`src/rtl/keypad_scan_pkg.sv`:
```
// Shared definitions for the 4x4 keypad scanner: FSM states, sample classes,
// column strobe patterns and small decode helpers.
// Pure package; no ports, no timing, no flow control.
package keypad_scan_pkg;

    // Scanner FSM: walk columns, confirm a press, hold it, confirm a release.
    typedef enum logic [1:0] {
        ST_SCAN     = 2'd0,
        ST_DEBOUNCE = 2'd1,
        ST_HELD     = 2'd2,
        ST_RELEASE  = 2'd3
    } state_t;

    // What one tick sample of the row returns looks like.
    typedef enum logic [1:0] {
        SMP_IDLE   = 2'd0,  // no row pulled low
        SMP_SINGLE = 2'd1,  // exactly one row low
        SMP_MULTI  = 2'd2   // two or more rows low (ghosting / multi-press)
    } smp_class_t;

    // Active-low one-hot column strobes, indexed by column.
    localparam logic [3:0] COL_PAT_0 = 4'b1110;
    localparam logic [3:0] COL_PAT_1 = 4'b1101;
    localparam logic [3:0] COL_PAT_2 = 4'b1011;
    localparam logic [3:0] COL_PAT_3 = 4'b0111;

    // Row returns with nothing pressed (external pull-ups).
    localparam logic [3:0] ROW_IDLE = 4'b1111;

    function automatic logic [3:0] col_pattern(input logic [1:0] idx);
        logic [3:0] pat;
        case (idx)
            2'd0:    pat = COL_PAT_0;
            2'd1:    pat = COL_PAT_1;
            2'd2:    pat = COL_PAT_2;
            default: pat = COL_PAT_3;
        endcase
        return pat;
    endfunction

    function automatic smp_class_t classify(input logic [3:0] smp);
        logic [2:0] zeros;
        smp_class_t cls;
        zeros = 3'd0;
        for (int i = 0; i < 4; i++) begin
            zeros = zeros + {2'b00, ~smp[i]};
        end
        if (zeros == 3'd0) begin
            cls = SMP_IDLE;
        end else if (zeros == 3'd1) begin
            cls = SMP_SINGLE;
        end else begin
            cls = SMP_MULTI;
        end
        return cls;
    endfunction

    // Index of the lowest row that is pulled low. Only meaningful for a
    // single-zero sample; returns 0 for an idle sample.
    function automatic logic [1:0] row_index(input logic [3:0] smp);
        logic [1:0] idx;
        idx = 2'd0;
        for (int i = 3; i >= 0; i--) begin
            if (!smp[i]) begin
                idx = 2'(i);
            end
        end
        return idx;
    endfunction

    // Key code = row_idx*4 + col_idx, which is just the concatenation.
    function automatic logic [3:0] key_code_of(input logic [1:0] row_idx,
                                               input logic [1:0] col_idx);
        return {row_idx, col_idx};
    endfunction

endpackage

```
`src/rtl/keypad_tick_gen.sv`:
```
// Scan tick generator: free-running 0..SCAN_DIV-1 counter, tick in the last count.
// Latency: tick_o is combinational from the counter; first tick SCAN_DIV-1 cycles after reset.
// Backpressure: none; the tick always fires on schedule.
//
// Ports:
//   clk_i   system clock
//   rst_i   synchronous active-high reset (counter back to 0)
//   tick_o  high for one cycle out of every SCAN_DIV
module keypad_tick_gen #(
    parameter int SCAN_DIV = 50000
) (
    input  logic clk_i,
    input  logic rst_i,
    output logic tick_o
);

    localparam int CW = (SCAN_DIV > 1) ? $clog2(SCAN_DIV) : 1;
    localparam logic [CW-1:0] CNT_LAST = CW'(SCAN_DIV - 1);

    logic [CW-1:0] cnt_q;

    assign tick_o = (cnt_q == CNT_LAST);

    always_ff @(posedge clk_i) begin
        if (rst_i) begin
            cnt_q <= '0;
        end else if (tick_o) begin
            cnt_q <= '0;
        end else begin
            cnt_q <= cnt_q + CW'(1);
        end
    end

endmodule

```
`src/rtl/keypad_scan.sv`:
```
// 4x4 matrix keypad scanner: column strobes out, debounced key press pulses in.
// Latency: press to key_valid at most (3+DEB_CNT)*SCAN_DIV+3 cycles; release likewise.
// Backpressure: none; key_valid is a single-cycle pulse the consumer must catch.
//
// Ports:
//   clk        system clock
//   rst        synchronous active-high reset
//   row        active-low row returns, asynchronous to clk
//   col        active-low one-hot column strobe (registered)
//   key_code   row_idx*4+col_idx of the last accepted key, held until the next
//   key_valid  one-cycle pulse on press acceptance
//   key_down   high from press acceptance until release acceptance
module keypad_scan
    import keypad_scan_pkg::*;
#(
    parameter int SCAN_DIV = 50000,
    parameter int DEB_CNT  = 4
) (
    input  logic       clk,
    input  logic       rst,
    input  logic [3:0] row,
    output logic [3:0] col,
    output logic [3:0] key_code,
    output logic       key_valid,
    output logic       key_down
);

    // Debounce counter only ever needs to hold 1..DEB_CNT-1.
    localparam int CNTW = $clog2(DEB_CNT + 1);
    localparam logic [CNTW-1:0] DEB_LAST = CNTW'(DEB_CNT - 1);
    localparam logic [CNTW-1:0] DEB_ONE  = CNTW'(1);

    // ------------------------------------------------------------------
    // Row synchronizer: row is asynchronous, so nothing downstream may
    // look at it before two flops.
    // ------------------------------------------------------------------
    logic [3:0] row_meta_q;
    logic [3:0] row_sync_q;

    always_ff @(posedge clk) begin
        if (rst) begin
            row_meta_q <= ROW_IDLE;
            row_sync_q <= ROW_IDLE;
        end else begin
            row_meta_q <= row;
            row_sync_q <= row_meta_q;
        end
    end

    // ------------------------------------------------------------------
    // Scan tick
    // ------------------------------------------------------------------
    logic tick;

    keypad_tick_gen #(
        .SCAN_DIV (SCAN_DIV)
    ) u_tick_gen (
        .clk_i  (clk),
        .rst_i  (rst),
        .tick_o (tick)
    );

    // ------------------------------------------------------------------
    // Sample decode. The synchronized row value seen on a tick belongs to
    // the column that has been driven since the previous tick.
    // ------------------------------------------------------------------
    smp_class_t smp_class;
    logic [1:0] smp_row;
    logic       smp_idle;
    logic       smp_single;

    always_comb begin
        smp_class  = classify(row_sync_q);
        smp_row    = row_index(row_sync_q);
        smp_idle   = (smp_class == SMP_IDLE);
        smp_single = (smp_class == SMP_SINGLE);
    end

    // ------------------------------------------------------------------
    // Scanner FSM with registered outputs
    // ------------------------------------------------------------------
    state_t          state_q;
    logic [1:0]      col_idx_q;
    logic [1:0]      col_idx_d;
    logic [3:0]      col_q;
    logic [1:0]      cand_q;
    logic [CNTW-1:0] cnt_q;
    logic [3:0]      key_code_q;
    logic            key_valid_q;
    logic            key_down_q;

    // Next column in the walk 0->1->2->3->0 (2-bit wrap does the modulo).
    assign col_idx_d = col_idx_q + 2'd1;

    always_ff @(posedge clk) begin
        if (rst) begin
            state_q     <= ST_SCAN;
            col_idx_q   <= 2'd0;
            col_q       <= COL_PAT_0;
            cand_q      <= 2'd0;
            cnt_q       <= '0;
            key_code_q  <= 4'd0;
            key_valid_q <= 1'b0;
            key_down_q  <= 1'b0;
        end else begin
            key_valid_q <= 1'b0;
            if (tick) begin
                case (state_q)
                    ST_SCAN: begin
                        if (smp_single) begin
                            // Freeze the column on this candidate and start
                            // counting matching samples.
                            cand_q  <= smp_row;
                            cnt_q   <= DEB_ONE;
                            state_q <= ST_DEBOUNCE;
                        end else begin
                            // Idle or ambiguous multi-row sample: keep walking.
                            col_idx_q <= col_idx_d;
                            col_q     <= col_pattern(col_idx_d);
                        end
                    end

                    ST_DEBOUNCE: begin
                        if (smp_single && (smp_row == cand_q)) begin
                            if (cnt_q == DEB_LAST) begin
                                key_code_q  <= key_code_of(cand_q, col_idx_q);
                                key_valid_q <= 1'b1;
                                key_down_q  <= 1'b1;
                                state_q     <= ST_HELD;
                            end else begin
                                cnt_q <= cnt_q + DEB_ONE;
                            end
                        end else begin
                            // Bounce or change of mind: give up on this
                            // candidate and move on rather than re-trying the
                            // same column forever.
                            state_q   <= ST_SCAN;
                            col_idx_q <= col_idx_d;
                            col_q     <= col_pattern(col_idx_d);
                        end
                    end

                    ST_HELD: begin
                        // Other keys are ignored while one is held; only a
                        // clean idle sample can start the release.
                        if (smp_idle) begin
                            cnt_q   <= DEB_ONE;
                            state_q <= ST_RELEASE;
                        end
                    end

                    ST_RELEASE: begin
                        if (smp_idle) begin
                            if (cnt_q == DEB_LAST) begin
                                key_down_q <= 1'b0;
                                state_q    <= ST_SCAN;
                                col_idx_q  <= col_idx_d;
                                col_q      <= col_pattern(col_idx_d);
                            end else begin
                                cnt_q <= cnt_q + DEB_ONE;
                            end
                        end else begin
                            // Release glitch: still the same press, no new pulse.
                            state_q <= ST_HELD;
                        end
                    end

                    default: begin
                        state_q <= ST_SCAN;
                    end
                endcase
            end
        end
    end

    assign col       = col_q;
    assign key_code  = key_code_q;
    assign key_valid = key_valid_q;
    assign key_down  = key_down_q;

endmodule

```
`config.mk`:
```
export PLATFORM = sky130hd
export DESIGN_NAME = keypad_scan
export DESIGN_NICKNAME = d
export VERILOG_FILES = /design/src/rtl/keypad_scan_pkg.sv /design/src/rtl/keypad_tick_gen.sv /design/src/rtl/keypad_scan.sv
export SDC_FILE = /design/constraint.sdc
export NUM_CORES = 1
export LEC_CHECK = 0
export CORE_MARGIN = 4
export CORE_UTILIZATION = 45
export CTS_CLUSTER_SIZE = 30
export DETAILED_ROUTE_END_ITERATION = 8
export GPL_TIMING_DRIVEN = 0
export PLACE_DENSITY = 0.7
export SYNTH_ARGS = -nofsm -noshare
export SYNTH_HDL_FRONTEND = slang
export SYNTH_SLANG_ARGS = --single-unit
export TNS_END_PERCENT = 10
```
`constraint.sdc`:
```
create_clock -name clk -period 4.5 [get_ports clk]
set_input_delay 1.125 -clock clk [delete_from_list [all_inputs] [get_ports clk]]
set_output_delay 1.125 -clock clk [all_outputs]
set_load 0.05 [all_outputs]
```
==> Word-level counts from Yosys, hierarchy flattened <==
Index checks and enable logic that the tools add are counted.
{ "totals": {"ff_bits": 43, "latch_bits": 0, "ram_bits": 0, "rom_bits": 0, "input_bits": 6, "output_inout_bits": 10, "elab_cells": 95, "memories": 0} }
{ "op_classes": {"add_sub_neg": 6, "n_mul": 0, "n_div": 0, "order_cmp": 0, "n_eq_ne": 20, "shift": 0, "muxes": 36, "n_bitwise": 7, "reduce_logical": 15} }
{ "op_table": {"columns": ["op", "count"], "rows": [
  ["2-bit two-way mux", 16],
  ["4-bit one-hot mux with 3 select lines", 2],
  ["16-bit by 1-bit adder with 16-bit output, second input constant", 1],
  ["16-bit equality test, second input constant", 1],
  ["4-bit two-way mux", 4],
  ["2-bit inequality test, second input constant", 8],
  ["3-bit two-way mux", 5],
  ["3-bit one-hot mux with 4 select lines", 1],
  ["6-bit AND reduction", 2],
  ["5-bit AND reduction", 2],
  ["2-bit one-hot mux with 4 select lines", 1],
  ["1-bit inverter", 7],
  ["2-bit by 1-bit equality test with 1-bit output, second input constant", 3],
  ["2-bit equality test, second input constant", 3],
  ["2-bit zero test", 3],
  ["3-bit inequality test, second input constant", 2],
  ["2-bit one-hot mux with 3 select lines", 1],
  ["1-bit two-way mux", 5],
  ["4-bit AND reduction", 1],
  ["4-bit OR reduction", 1],
  ["2-bit by 1-bit adder with 3-bit output", 1],
  ["3-bit by 1-bit adder with 3-bit output", 1],
  ["3-bit by 1-bit adder with 3-bit output, second input constant", 1],
  ["3-bit by 1-bit equality test with 1-bit output, second input constant", 1],
  ["other kinds (11)", 11]
]} }

==> Longest topological paths before layout <==
Gate-level depths: netlist of run 1.
{ "depth": {"depth_word": 11, "mapped_depth": 9, "depth_no_buf": 9} }

==> Hierarchy <==
A second synthesis of run 1 with hierarchy kept.
{ "hier_totals": {"cells_unflattened": 238, "area_unflattened_um2": 2229.6} }
{ "modules_own_cells": {"columns": ["mod", "instances", "cells_each", "area_each_um2", "seq_area_each_um2"], "rows": [
  ["keypad_scan", 1, 157, 1471.4, 540.5],
  ["keypad_tick_gen", 1, 81, 758.2, 320.3]
]} }

==> Worst setup path after synthesis of run 1 <==
No wires, ideal clock.
{ "synth_timing": {"kind": "reg-to-reg", "start": "register row_sync_q[0]", "end": "register col_q[0], in the netlist col[0]", "setup_ns": 0.121, "arrival_ns": 2.536, "t_required_ns": 4.379, "path_slack_ns": 1.842, "path_stages_with_launch": 9, "n_path_buf": 0, "synth_period_minus_slack_ns": 2.658, "cell_sequence": "dfxtp_1 fa_1 inv_1 ha_1 ha_1 o31ai_1 a2bb2oi_1 a311oi_4 mux2_4"} }
{ "synth_between": {"elab_chain_len": 11, "elab_cells_between_ends": 17, "cone_classes": "3 x add/sub; 6 x eq/ne; 3 x mux; 1 x bitwise; 4 x reduce/logical"} }
{ "synth_lines": {"columns": ["item", "line", "source"], "rows": [
  ["from (decl)", "keypad_scan.sv:38", "logic [3:0] row_sync_q;"],
  ["from (signal assigned)", "keypad_scan.sv:46", "row_sync_q <= row_meta_q;"],
  ["1-bit inverter", "keypad_scan_pkg.sv:46", "zeros = zeros + {2'b00, ~smp[i]};"],
  ["1-bit by 1-bit adder with 2-bit output", "keypad_scan_pkg.sv:46", null],
  ["2-bit by 1-bit adder with 3-bit output", "keypad_scan_pkg.sv:46", null],
  ["3-bit by 1-bit adder with 3-bit output", "keypad_scan_pkg.sv:46", null],
  ["3-bit by 1-bit equality test with 1-bit output", "keypad_scan_pkg.sv:50", "end else if (zeros == 3'd1) begin"],
  ["2-bit two-way mux", "keypad_scan_pkg.sv:50", null],
  ["2-bit two-way mux", "keypad_scan_pkg.sv:48", "if (zeros == 3'd0) begin"],
  ["2-bit by 1-bit equality test with 1-bit output", "keypad_scan.sv:76", "smp_single = (smp_class == SMP_SINGLE);"],
  ["1-bit logical AND", "keypad_scan.sv:124", "if (smp_single && (smp_row == cand_q)) begin"],
  ["2-bit inequality test (no line)", null, null],
  ["6-bit AND reduction (no line) *", null, null],
  ["to (signal assigned)", "keypad_scan.sv:119", "col_q <= col_pattern(col_idx_d);"],
  ["to (signal assigned)", "keypad_scan.sv:139", "col_q <= col_pattern(col_idx_d);"],
  ["to (signal assigned)", "keypad_scan.sv:158", "col_q <= col_pattern(col_idx_d);"],
  ["to (decl)", "keypad_scan.sv:85", "logic [3:0] col_q;"]
]} }
Mark *: on every way between the ends. The rest lies on a longest branch, timed or not.
A chain may end at the register's enable or synchronous reset.

==> Final worst setup path of run 1 <==
Same ends and word-level chain as after synthesis.

==> flow_metrics.py, run 1 <==
metrics = {
    "power_and_ir_drop": {
        "power_frac_comb_pct": 8.1,
        "clkPwrFrac_pct": 35.0,
        "p_int_mw": 0.514,
        "switching_share_pct": 24.9,
        "power_switching_mw": 0.171,
        "power_leakage_nw": 0.883,
        "power_density_nw_per_um2": 283,
        "seq_power_share_pct": 57.0,
        "power_mw": 0.685,
        "vdd_drop_max_uv": 163,
    },
    "setup_path": {
        "cp_data_arrival_time_ns": 3.07,
        "cp_top_family": "adder cells",
        "end_kind": "flip-flop",
        "rrSetupSlack_ns": 1.63,
        "slowest_stage": "fa_1",
        "worstPathMaxFanout": 7,
        "worstRegToRegCells": 8,
        "cp_common_cell": "ha_1",
        "r2r_start": "row_sync_q[0]$_SDFF_PP1_",
        "required_ns": 4.70,
        "path_depth": 8,
        "reg2reg_to": "col[0]$_SDFFE_PP0P_",
        "start_kind": "flip-flop",
        "cp_cell_sequence": "fa_1 > inv_1 > ha_1 > ha_1 > o31ai_1 > a2bb2oi_1 > a311oi_4 > mux2_4",
        "cpPeakStageDelay_ns": 0.55,
        "cp_num_buf_inv": 1,
        "worstSetupPathType": "flip-flop to flip-flop",
    },
    "timing": {
        "slew_headroom_pct": 63.4,
        "whs_ns": 0.414,
        "fmax_ghz": 0.348,
        "worstMarginPinSlew_ns": 0.549,
        "setup_viol": 0,
        "finalCritPeriodShare_pct": 63.8,
        "hold_viol_final": 0,
        "period_needed_ns": 2.87,
        "tns_ns": 0,
        "skew_ns": 0.00721,
        "drv_slew": 0,
        "rsz0062_at_grt": "false",
        "fin_ws_ns": 1.63,
    },
    "cts": {
        "cts.clk_slew.worst_paths_ns": 0.08,
        "htree_levels": 2,
        "postCtsHoldBufs": 0,
        "clkLatencyLatePin_ns": 0.30,
        "root_buffer": "clkbuf_8",
        "cts_resized": 0,
        "clock_sinks": 43,
        "tritoncts": "built",
        "numCtsBuffers": 5,
        "post_cts_buffers": 0,
        "cts_buffer_depth": 2,
    },
    "cells_and_area": {
        "antenna_cells": 0,
        "n_fill_cell": 417,
        "num-nets-final": 271,
        "final_layout_size_suffix_gt1_share_pct": 11.4,
        "syn_to_final_growth_pct": 13.5,
    },
    "yosys": {
        "synth_xor_area_share_pct": 4.92,
        "yosys_warnings": 0,
        "yosysUniqueCellTypes": 54,
        "synth_top_cell_by_area": "dfxtp_1",
        "yosys.area_share.simple_pct": 27.6,
        "synth-compound-area-share_pct": 14.0,
        "yosys-top-cells-count": "43 x dfxtp_1, 26 x nor2_1, 13 x nand2_1",
        "synthAdderAreaFrac_pct": 6.21,
        "synth-seq-cells": 43,
        "synth_nets": 250,
        "synth.avg_cell_area_um2": 9.13,
        "synthCells": 234,
        "syn_area_um2": 2140,
        "synth_top_family_by_area": "simple AND/OR/NAND/NOR gates",
        "synth_seq_area_share_pct": 40.3,
        "yosys-top-cells-area": "dfxtp_1 40%, ha_1 5.3%, nor2_1 4.6%",
        "yosys_most_used_dff": "dfxtp_1",
        "synth_top_area_share_pct": 40.3,
        "synth_most_common_cell": "dfxtp_1",
        "synthMuxAreaShare_pct": 3.28,
        "synth_edf_count": 0,
        "synthArstFlopShare_pct": 0,
    },
    "floorplanning": {
        "core-area_um2": 4470,
        "dieHeight_um": 76.9,
        "start_util_pct": 47.8,
        "dieArea_um2": 5920,
        "rows": 24,
        "die_w_um": 76.9,
        "io_pins": 16,
    },
    "worst_hold_path": {
        "hold_end": "row_sync_q[0]$_SDFF_PP1_",
        "whs_path_depth": 1,
        "hold_path.class": "flip-flop to flip-flop",
        "min_from": "row_meta_q[0]$_SDFF_PP1_",
    },
    "global_routing": {
        "grt_first_pass_wirelength_mm": 7.00,
        "grt_pass1_vias": 1582,
        "track_usage_pct": 14.6,
        "overflow": 0,
        "grt_start_max_net_pins": 14,
        "antenna_found_initial": 0,
    },
    "routing": {
        "vias": 1700,
        "post_drt_wl_per_cell_um": 13.2,
        "drc": 0,
        "viasPerCell": 5.54,
        "ant_nets": 0,
        "drtIter0Drc": 79,
        "wl_mm": 4.05,
        "firstDrtPassIters": 4,
    },
    "place": {
        "pre_cts_slack_ns": 1.65,
        "place.gp.congestion": 0.838,
        "io_buffers": 14,
        "dp_hpwl_mm": 2.88,
    },
    "run_status": {
        "status": "completed",
    },
    "flow_run": {
        "cap_violations": 0,
    },
}
-- worst max path at each step --
stage,start,end,slack (ns)
2_1_floorplan,row_sync_q[0]$_SDFF_PP1_,col[0]$_SDFFE_PP0P_,1.84
4_1_cts,row_sync_q[0]$_SDFF_PP1_,col[0]$_SDFFE_PP0P_,1.61
3_3_place_gp,row_sync_q[1]$_SDFF_PP1_,col[0]$_SDFFE_PP0P_,1.67
5_1_grt,row_sync_q[0]$_SDFF_PP1_,col[0]$_SDFFE_PP0P_,1.47
6_report,row_sync_q[0]$_SDFF_PP1_,col[0]$_SDFFE_PP0P_,1.63
3_5_place_dp,row_sync_q[0]$_SDFF_PP1_,col[0]$_SDFFE_PP0P_,1.65
-- state kept, by name, indices dropped and copies added, names as in the netlist, 3 cells and up --
register          count
col                   4
u_tick_gen.cnt_q     16
cnt_q                 3
row_meta_q            4
row_sync_q            4
key_code              4
-- power groups by stage --
stage	sequential (mW)	clock, mW	combinational (mW)
final	0.390	0.240	0.0554
after global routing	0.391	0.264	0.0610
after CTS	0.390	0.248	0.0555
after detailed placement	0.399	0	0.0549
after global placement	0.399	0	0.0545
after floorplan	0.398	0	0.0423
-- logic make-up after synthesis --
kind of cell               Yosys count
muxes                                6
xor gates and xnor gates            12
buffers and inverters               16
and+or+nand+nor                    105
DFF                                 43
adders and majority gates           10
AOI/OAI and AO/OA                   42
-- metrics by stage --
step	instance area (um^2)	util, %	cells
after floorplan	2140	-	234
after global placement	2340	52.3	300
after detailed placement	2340	52.3	300
after CTS	2420	54.2	307
after global routing	2420	54.2	307
final	2420	54.2	307
-- per-layer routing --
layer	GRT usage [%]	wire (um)
met5	0	0
met4	8.15	89
met3	3.51	129
met2	23.2	1830
met1	18.2	1990
-- final cells by class --
class,count,area (um^2),area share (%)
multi-input combinational,175,1200,49.3
sequential,43,861,35.5
timing repair buffer,14,140,5.78
clock buffer,5,68.8,2.84
tap,52,65.1,2.68
buffer,8,50.0,2.06
inverter,8,30.0,1.24
clock inverter,2,13.8,0.568
-- layout by cell type, fill, tap and decap left out, types with 2 or more instances in the layout --
master,n
ha_1,9
o21a_1,2
clkdlybuf4s50_1,14
o2111ai_1,4
a21oi_1,12
buf_6,2
o311ai_0,2
clkbuf_8,5
nor3_1,5
nor2b_1,6
or2_2,8
nand2_1,13
nand3b_1,2
nor2_1,26
o31ai_1,2
xor2_1,10
nand3_1,8
a31oi_1,2
dfxtp_1,43
inv_1,8
and3_1,5
xnor2_1,2
o211ai_1,2
mux2_4,2
mux2i_1,4
or3_1,5
clkbuf_1,4
o21ai_0,8
nand2b_1,5
nand4_1,7
Power figures use the tool's default switching activity.
==> run 2: changes to the inputs <==
--- a/config.mk
+++ b/config.mk
@@ -10,7 +10,7 @@
 export CTS_CLUSTER_SIZE = 30
 export DETAILED_ROUTE_END_ITERATION = 8
 export GPL_TIMING_DRIVEN = 0
-export PLACE_DENSITY = 0.7
+export PLACE_DENSITY = 0.72
 export SYNTH_ARGS = -nofsm -noshare
 export SYNTH_HDL_FRONTEND = slang
 export SYNTH_SLANG_ARGS = --single-unit
==> constraint.sdc (replaced) <==
create_clock -name clk -period 2.61 [get_ports clk]
set_input_delay 0.6525 -clock clk [delete_from_list [all_inputs] [get_ports clk]]
set_output_delay 0.6525 -clock clk [all_outputs]
set_load 0.05 [all_outputs]
==> flow_metrics.py, run 2 (synthesis gave the netlist of run 1 again) <==
metrics = {
    "global_routing": {
        "grt_pass1_vias": 1563,
        "antenna_found_initial": 0,
        "grt_first_pass_wirelength_mm": 7.04,
        "track_usage_pct": 14.7,
        "grt_start_max_net_pins": 14,
        "overflow": 0,
    },
    "cells_and_area": {
        "top_register": "u_tick_gen.cnt_q",
        "final_layout_size_suffix_gt1_share_pct": 16.5,
        "final_common_cell": "dfxtp_1",
        "largest_register_ffs": 16,
        "syn_to_final_growth_pct": 19.4,
        "num-nets-final": 276,
        "final_cell_mix": "41 x dfxtp_1, 25 x nor2_1, 14 x clkdlybuf4s50_1",
        "antenna_cells": 0,
        "multi_input_area_um2": 1250,
        "n_fill_cell": 389,
        "instances_no_fill": 312,
        "ff_latch_area_um2": 868,
    },
    "cts": {
        "clock_sinks": 43,
        "clkLatencyLatePin_ns": 0.30,
        "numCtsBuffers": 5,
        "cts.clk_slew.worst_paths_ns": 0.08,
        "tritoncts": "built",
        "root_buffer": "clkbuf_8",
        "cts_buffer_depth": 2,
        "htree_levels": 2,
    },
    "timing": {
        "fmax_ghz": 0.388,
        "hold_viol_final": 0,
        "slew_headroom_pct": 66.6,
        "period_needed_ns": 2.58,
        "skew_ns": 0.00864,
        "tns_ns": 0,
        "drv_slew": 0,
        "worstMarginPinSlew_ns": 0.500,
        "rsz0062_at_grt": "true",
        "finalCritPeriodShare_pct": 98.7,
        "setup_viol": 0,
    },
    "worst_hold_path": {
        "hold_end": "row_sync_q[0]$_SDFF_PP1_",
        "hold_path.class": "flip-flop to flip-flop",
        "whs_path_depth": 1,
        "min_from": "row_meta_q[0]$_SDFF_PP1_",
    },
    "place": {
        "io_buffers": 14,
        "dpl.cell_count": 300,
        "place.gp.congestion": 0.786,
        "dp_hpwl_mm": 2.88,
    },
    "routing": {
        "firstDrtPassIters": 4,
        "ant_nets": 0,
        "vias": 1727,
        "drtIter0Drc": 100,
        "wl_mm": 4.19,
        "viasPerCell": 5.54,
        "drc": 0,
        "post_drt_wl_per_cell_um": 13.4,
    },
    "setup_path": {
        "worstSetupPathType": "flip-flop to flip-flop",
        "worstRegToRegCells": 9,
        "required_ns": 2.81,
        "r2r_start": "row_sync_q[1]$_SDFF_PP1_",
        "start_kind": "flip-flop",
        "slowest_stage": "fa_1",
        "end_kind": "flip-flop",
        "rrSetupSlack_ns": 0.03,
        "cp_cell_sequence": "fa_1 > inv_2 > ha_4 > ha_4 > or3_1 > buf_6 > nor2_4 > a311oi_4 > mux2_4",
        "cp_num_buf_inv": 2,
        "reg2reg_to": "col[0]$_SDFFE_PP0P_",
        "cp_top_family": "adder cells",
        "worstPathMaxFanout": 9,
        "cpPeakStageDelay_ns": 0.54,
        "cp_data_arrival_time_ns": 2.77,
        "cp_common_cell": "ha_4",
    },
    "floorplanning": {
        "dieArea_um2": 5920,
        "start_util_pct": 47.8,
        "dieHeight_um": 76.9,
        "die_w_um": 76.9,
        "io_pins": 16,
        "core-area_um2": 4470,
        "rows": 24,
    },
    "power_and_ir_drop": {
        "power_mw": 1.29,
        "seq_power_share_pct": 52.1,
        "power_switching_mw": 0.299,
        "power_frac_comb_pct": 8.5,
        "switching_share_pct": 23.2,
        "clkPwrFrac_pct": 39.5,
        "power_leakage_nw": 0.922,
        "p_int_mw": 0.991,
        "vdd_drop_max_uv": 416,
        "power_density_nw_per_um2": 505,
    },
    "flow_run": {
        "cap_violations": 0,
    },
    "run_status": {
        "status": "completed",
    },
}
## run 2: how the worst max path moves through the flow
stage,end,slack [ns],cells past startpoint,startpoint
6_report,col[0]$_SDFFE_PP0P_,0.03,9,row_sync_q[1]$_SDFF_PP1_
5_1_grt,col[3]$_SDFFE_PP1P_,-0.09,9,row_sync_q[1]$_SDFF_PP1_
4_1_cts,col[0]$_SDFFE_PP0P_,0.02,9,row_sync_q[0]$_SDFF_PP1_
3_5_place_dp,col[0]$_SDFFE_PP0P_,-0.14,9,row_sync_q[0]$_SDFF_PP1_
3_3_place_gp,col[0]$_SDFFE_PP0P_,-0.14,9,row_sync_q[1]$_SDFF_PP1_
2_1_floorplan,col[0]$_SDFFE_PP0P_,0.03,9,row_sync_q[0]$_SDFF_PP1_
## run 2: worst reg2reg max path, cell delays in order, from the launching register on
cell and delay [ns]:
dfxtp_4 0.37, fa_1 0.54, inv_2 0.05, ha_4 0.15
ha_4 0.26, or3_1 0.38, buf_6 0.16, nor2_4 0.09
a311oi_4 0.14, mux2_4 0.33
## run 2: stage by stage
stage	hold slack, ns	worst slack, ns	util [%]	instance area (um^2)
2_1_floorplan	0.389	0.0317	-	2150
6_report	0.413	0.0349	57.0	2550
3_5_place_dp	0.398	-0.144	52.6	2350
4_1_cts	0.417	0.0243	55.6	2490
5_1_grt	0.436	-0.0878	57.0	2550
3_3_place_gp	0.392	-0.144	52.6	2350
## run 2: routing by layer
layer | global-route usage, % | share of wire, % | vias up
li1 | - | - | 883
met1 | 19.2 | 50 | 807
met2 | 22.5 | 44 | 31
met3 | 3.40 | 3.9 | 6
met4 | 7.61 | 2.2 | 0
met5 | 0 | 0 | -
## run 2: layout make-up
| type | instances | share of cell area [%] |
|---|---|---|
| Multi-Input combinational cell | 175 | 49.2 |
| Sequential cell | 43 | 34.0 |
| Timing Repair Buffer | 19 | 6.96 |
| Clock buffer | 5 | 2.70 |
| Tap cell | 52 | 2.55 |
| Buffer | 8 | 1.96 |
| Clock inverter | 2 | 1.47 |
| Inverter | 8 | 1.18 |
## run 2: timing repair
item / CTS / global route
buffers inserted: 2 / 3
pin swaps: 1 / 5
hold buffers: 0 / 0
resized for setup: 4 / 9
setup endpoints to repair: 8 / 13
## run 2: power by group through the flow
stage | logic (mW) | registers, mW | clock network, mW
after floorplan | 0.0744 | 0.687 | 0
after global placement | 0.0955 | 0.689 | 0
after detailed placement | 0.0966 | 0.689 | 0
after CTS | 0.0977 | 0.674 | 0.523
after global routing | 0.122 | 0.673 | 0.548
final | 0.109 | 0.671 | 0.509
